==> src/rtl/simple_io_responder.sv <==
// simple_io_responder
//   Peripheral end of the CPU IN/OUT instruction interface.
//   OUT writes are queued in a TX FIFO that drains to an external sink
//   through valid/ready. Words from an external source are queued in an RX
//   FIFO and handed back to the CPU one per IN instruction. A combinational
//   stall holds the CPU whenever a request cannot be serviced this cycle.
//
//   Build option: define IO_LOOPBACK_EN to route the TX head straight into
//   the RX FIFO. The external ports are then idle: ext_out_valid and
//   ext_in_ready stay 0, and ext_out_ready/ext_in_* are ignored.
//
// Parameters
//   WIDTH : data word width
//   AW    : log2 of FIFO depth (each FIFO holds 2**AW words)
//
// Ports
//   clk, rst_n              : clock, synchronous active-low reset
//   out_req, out_data       : CPU OUT strobe and word
//   in_req                  : CPU IN strobe
//   in_data, in_valid       : word returned to the CPU, one-cycle valid pulse
//   stall                   : CPU must hold its current instruction
//   ext_out_data/valid/ready: TX FIFO head towards the external sink
//   ext_in_data/valid/ready : external source into the RX FIFO
//   tx_count, rx_count      : FIFO occupancies
module simple_io_responder #(
  parameter int WIDTH = 16,
  parameter int AW    = 2
) (
  input  logic             clk,
  input  logic             rst_n,
  input  logic             out_req,
  input  logic [WIDTH-1:0] out_data,
  input  logic             in_req,
  output logic [WIDTH-1:0] in_data,
  output logic             in_valid,
  output logic             stall,
  output logic [WIDTH-1:0] ext_out_data,
  output logic             ext_out_valid,
  input  logic             ext_out_ready,
  input  logic [WIDTH-1:0] ext_in_data,
  input  logic             ext_in_valid,
  output logic             ext_in_ready,
  output logic [AW:0]      tx_count,
  output logic [AW:0]      rx_count
);

  localparam int          DEPTH = 1 << AW;
  localparam logic [AW:0] FULL  = (AW+1)'(DEPTH);

  logic [WIDTH-1:0] tx_mem [DEPTH];
  logic [WIDTH-1:0] rx_mem [DEPTH];
  logic [AW-1:0]    tx_wr, tx_rd, rx_wr, rx_rd;
  logic [AW:0]      tx_cnt, rx_cnt;
  logic             tx_full, tx_empty, rx_full, rx_empty;
  logic             tx_push, tx_pop, rx_push, rx_pop;
  logic [WIDTH-1:0] rx_wdata;

  assign tx_full  = (tx_cnt == FULL);
  assign tx_empty = (tx_cnt == '0);
  assign rx_full  = (rx_cnt == FULL);
  assign rx_empty = (rx_cnt == '0);

  assign ext_out_data = tx_mem[tx_rd];

`ifdef IO_LOOPBACK_EN
  // TX head moves into RX whenever there is room; external side is parked.
  logic unused_loop;
  assign unused_loop   = ^{ext_out_ready, ext_in_valid, ext_in_data};
  assign tx_pop        = ~tx_empty & ~rx_full;
  assign rx_push       = tx_pop;
  assign rx_wdata      = tx_mem[tx_rd];
  assign ext_out_valid = 1'b0;
  assign ext_in_ready  = 1'b0;
`else
  assign ext_out_valid = ~tx_empty;
  assign tx_pop        = ext_out_valid & ext_out_ready;
  assign ext_in_ready  = ~rx_full;
  assign rx_push       = ext_in_valid & ext_in_ready;
  assign rx_wdata      = ext_in_data;
`endif

  // A full TX is not a stall if its head leaves on this same edge. An IN
  // whose word was just returned (in_valid) is already satisfied.
  assign stall   = (out_req & tx_full & ~tx_pop)
                 | (in_req & rx_empty & ~in_valid);
  assign tx_push = out_req & ~stall;
  assign rx_pop  = in_req & ~rx_empty & ~in_valid;

  assign tx_count = tx_cnt;
  assign rx_count = rx_cnt;

  // Storage: no reset, contents are meaningless once pointers clear.
  always_ff @(posedge clk) begin
    if (tx_push) tx_mem[tx_wr] <= out_data;
    if (rx_push) rx_mem[rx_wr] <= rx_wdata;
  end

  // Control: pointers, occupancies and the IN return register.
  always_ff @(posedge clk) begin
    if (!rst_n) begin
      tx_wr    <= '0;
      tx_rd    <= '0;
      tx_cnt   <= '0;
      rx_wr    <= '0;
      rx_rd    <= '0;
      rx_cnt   <= '0;
      in_data  <= '0;
      in_valid <= 1'b0;
    end else begin
      if (tx_push) tx_wr <= tx_wr + AW'(1);
      if (tx_pop)  tx_rd <= tx_rd + AW'(1);
      tx_cnt <= tx_cnt + (AW+1)'(tx_push) - (AW+1)'(tx_pop);
      if (rx_push) rx_wr <= rx_wr + AW'(1);
      if (rx_pop)  rx_rd <= rx_rd + AW'(1);
      rx_cnt <= rx_cnt + (AW+1)'(rx_push) - (AW+1)'(rx_pop);
      in_valid <= rx_pop;
      if (rx_pop) in_data <= rx_mem[rx_rd];
    end
  end

endmodule

==> config.mk <==
export PLATFORM = sky130hd
export DESIGN_NAME = simple_io_responder
export DESIGN_NICKNAME = d
export VERILOG_FILES = /design/src/rtl/simple_io_responder.sv
export SDC_FILE = /design/constraint.sdc
export NUM_CORES = 1
export LEC_CHECK = 0
export CAP_MARGIN = 10
export CELL_PAD_IN_SITES_DETAIL_PLACEMENT = 1
export CELL_PAD_IN_SITES_GLOBAL_PLACEMENT = 1
export CORE_MARGIN = 2
export CORE_UTILIZATION = 42
export CTS_CLUSTER_DIAMETER = 100
export CTS_CLUSTER_SIZE = 14
export DETAILED_ROUTE_END_ITERATION = 7
export PLACE_DENSITY_LB_ADDON = 0.3
export SLEW_MARGIN = 5
export SYNTH_ARGS = -nofsm -noshare
export SYNTH_HDL_FRONTEND = slang
export SYNTH_SLANG_ARGS = --single-unit
==> constraint.sdc <==
create_clock -name clk -period 2.64 [get_ports clk]
set_clock_uncertainty 0.05 [all_clocks]
set_input_delay 0.528 -clock clk [delete_from_list [all_inputs] [get_ports clk]]
set_output_delay 0.528 -clock clk [all_outputs]
set_load 0.05 [all_outputs]
==> flow_metrics.py <==
metrics = {
    "run_status": {
        "status": "finished clean",
    },
    "clock_network": {
        "post_cts_buffers": 0,
        "ctsHoldBuffers": 0,
        "clkLatencyLatePin_ps": 420,
        "clkSinkCount": 161,
        "root_buffer": "clkbuf_16",
        "clk_pin_slew_worst_paths_ps": 60,
        "cts_tree": "built",
        "htree_levels": 4,
        "clock_path_buffers": 2,
        "cts_buffers": 17,
    },
    "pwr": {
        "clockPowerShare_pct": 29.0,
        "seq_power_share_pct": 39.7,
        "peakVddDrop_mv": 0.483,
        "p_leak_uw": 0.00270,
        "p_sw_share_pct": 32.1,
        "p_switching_uw": 2660,
        "p_int_uw": 5610,
        "p_per_area_nw_per_um2": 1060,
        "comb_power_share_pct": 31.3,
        "total_power_uw": 8260,
    },
    "synth": {
        "yosys_warnings": 0,
        "syn_nets": 357,
        "ys_seq_area_share_pct": 73.7,
        "syn_inst": 305,
        "avgSynthCellArea_um2": 20.0,
        "synth-seq-cells": 161,
        "ys_types": 41,
        "syn-cell-area_um2": 6110,
    },
    "worst_hold_path": {
        "min_path_type": "reg -> reg",
    },
    "finish": {
        "num_antenna_cells": 0,
        "drive_gt1_share_pct": 23.2,
        "final_cell_mix": "edfxtp_1 (128), clkdlybuf4s50_1 (61), buf_4 (32), dfxtp_1 (27), mux4_2 (23)",
        "seqCellArea_um2": 4510,
        "syn_to_final_growth_pct": 27.7,
        "final_cells": 607,
        "multiInputGateArea_um2": 1470,
        "fillers": 1294,
        "nNetsFinal": 462,
        "layout_commonest_cell": "edfxtp_1",
    },
    "setup_path": {
        "cp_cell_sequence": "clkdlybuf4s50_1 -> nor4b_1 -> buf_4 -> a211oi_2 -> inv_1 -> ha_1 -> inv_1 -> ha_1 -> fa_1 -> xor2_1 -> xnor2_1 -> and2_1",
        "crit_family": "adder cells",
        "cp_slowest_cell": "clkdlybuf4s50_1",
        "critPathKind": "in -> reg",
        "cp.buffers_inverters": 4,
        "path_max_fanout": 2,
        "worstPathRequired_ps": 2900,
        "max_stage_delay_ps": 490,
        "crit_arrival_ps": 2790,
        "cp-start-kind": "input port",
        "cp-end-kind": "flip-flop",
    },
    "global_route": {
        "grt_pass1_wl_mm": 18.9,
        "globalRouteOverflowTotal": 0,
        "grtUsageTotal_pct": 16.4,
        "grt_pass1_vias": 3438,
        "grt_max_degree": 20,
        "antenna_found_initial": 0,
    },
    "die": {
        "row_count": 44,
        "initial_core_util_pct": 42.5,
        "die-area_um2": 15500,
        "io-pin-count": 80,
        "core_area_um2": 14400,
        "die_y_um": 125,
        "die_x_um": 125,
    },
    "drt": {
        "routedWlPerCell_um": 19.0,
        "vias": 3108,
        "wl_mm": 11.6,
        "viasPerCell": 5.12,
        "firstDrtPassIters": 4,
        "ant_nets": 0,
        "remaining_drc_errors": 0,
        "drtIter0Drc": 188,
    },
    "timing": {
        "timing.slew.headroom_pct": 41.4,
        "setup_ws_ps": 117,
        "fmax_mhz": 396,
        "fin_crit_ps": 2520,
        "worst_slew_pin_slew_ps": 878,
        "timing_hold_violations_final": 0,
        "drv_slew": 0,
        "grt_setup_unrepaired": "false",
        "finalSetupViolCount": 0,
        "period_share_pct": 95.6,
    },
    "placement": {
        "dp_hpwl_mm": 7.40,
        "pre_cts_slack_ps": -341,
        "place_inst": 575,
        "portBuffers": 79,
        "gp_congestion": 0.724,
    },
    "run": {
        "drv_cap": 0,
    },
}
[per-layer routing]
metal  vias to the layer above  GRT usage [%]  wire [um]
met2                        76           26.8       5870
met3                        19           5.07        585
li1                       1428              -          -
met4                         0           7.34        226
met5                         -              0          0
met1                      1585           20.0       4870
[synthesized netlist by cell type, drive strengths merged]
cell type | count | share of area, %
ha | 12 | 2.5
nand2 | 5 | 0.31
or3b | 1 | 0.14
nor2b | 1 | 0.10
buf | 10 | 1.2
and2 | 10 | 1.0
o311ai | 1 | 0.14
or3 | 2 | 0.23
o31a | 1 | 0.14
o21ai | 1 | 0.082
clkinv | 1 | 0.061
mux4 | 32 | 12
nor2 | 4 | 0.25
o21a | 1 | 0.14
dfxtp | 33 | 11
nand3 | 2 | 0.16
nor3 | 2 | 0.53
nand2b | 1 | 0.10
a21o | 2 | 0.25
clkbuf | 3 | 0.20
or4 | 1 | 0.12
inv | 13 | 0.84
a211oi | 1 | 0.20
nor4b | 1 | 0.14
mux2i | 2 | 0.33
xor2 | 2 | 0.29
a21oi | 4 | 0.33
xnor2 | 4 | 0.57
o31ai | 1 | 0.12
and3 | 4 | 0.41
a22o | 17 | 2.4
edfxtp | 128 | 63
fa | 2 | 0.65
[stage by stage]
stage          instance area (um^2)  hold WS, ps  util [%]  TNS (ps)
6_report                       7800          429      54.3         0
5_1_grt                        7800          450      54.3         0
4_1_cts                        7800          437      54.3         0
3_5_place_dp                   7230          417      50.3      -513
3_3_place_gp                   7230          414      50.3      -292
2_1_floorplan                  6120          418         -         0
[cells by family (layout without fill, tap and decap cells)]
group / after synthesis / count (layout) / share of synthesized area (%)
AO/OA/AOI/OAI: 29 / 29 / 3.85
XOR/XNOR: 6 / 6 / 0.860
adder cells (fa/ha/maj): 14 / 14 / 3.11
buffers and inverters: 27 / 145 / 2.31
flip-flops: 161 / 161 / 73.7
multiplexers: 34 / 34 / 12.7
AND/OR/NAND/NOR: 34 / 34 / 3.52
[final cells by class]
class | instances | area share (%)
Clock inverter | 11 | 1.78
Timing Repair Buffer | 99 | 12.3
Sequential cell | 161 | 57.8
Tap cell | 184 | 2.95
Clock buffer | 21 | 5.64
Multi-Input combinational cell | 117 | 18.8
Inverter | 14 | 0.705
[worst reg2reg max path, stage by stage (launching register included)]
cell and delay [ps]:
dfxtp_1 360, nor4b_1 170, buf_4 140, a211oi_2 180
inv_1 70, ha_1 280, inv_1 40, ha_1 180
fa_1 380, xor2_1 160, xnor2_1 120, and2_1 150
[power by group through the flow]
stage	Sequential, uW	Combinational, uW	Clock [uW]
final	3280	2590	2400
after global routing	3320	2750	2560
after CTS	3280	2640	2460
after detailed placement	3330	2630	0
after global placement	3320	2580	0
after floorplan	3610	1500	0
[final timing paths]
| kind | endpoint | slack [ps] | cells past startpoint | startpoint |
|---|---|---|---|---|
| setup / recovery | tx_count[2] | 120 | 12 | ext_out_ready |
| hold / removal | in_data[6] | 430 | 1 | in_data[6] |
| setup reg to reg | tx_count[2] | 260 | 11 | tx_count[2] |
| hold reg to reg | in_data[6] | 430 | 1 | in_data[6] |
[flip-flops by register name, summed over array words and instances, names as in the netlist, 3 cells and up, named ones only]
| signal | flops |
|---|---|
| rx_count | 3 |
| tx_mem | 64 |
| tx_count | 3 |
| rx_mem | 64 |
| in_data | 16 |
[repair_timing]
item | CTS | global route
endpoints found under the setup margin | 1 | 0
resized for setup | 1 | 0
endpoints found under the hold margin | 0 | 0
No activity file was read; power rests on OpenSTA's default activity.
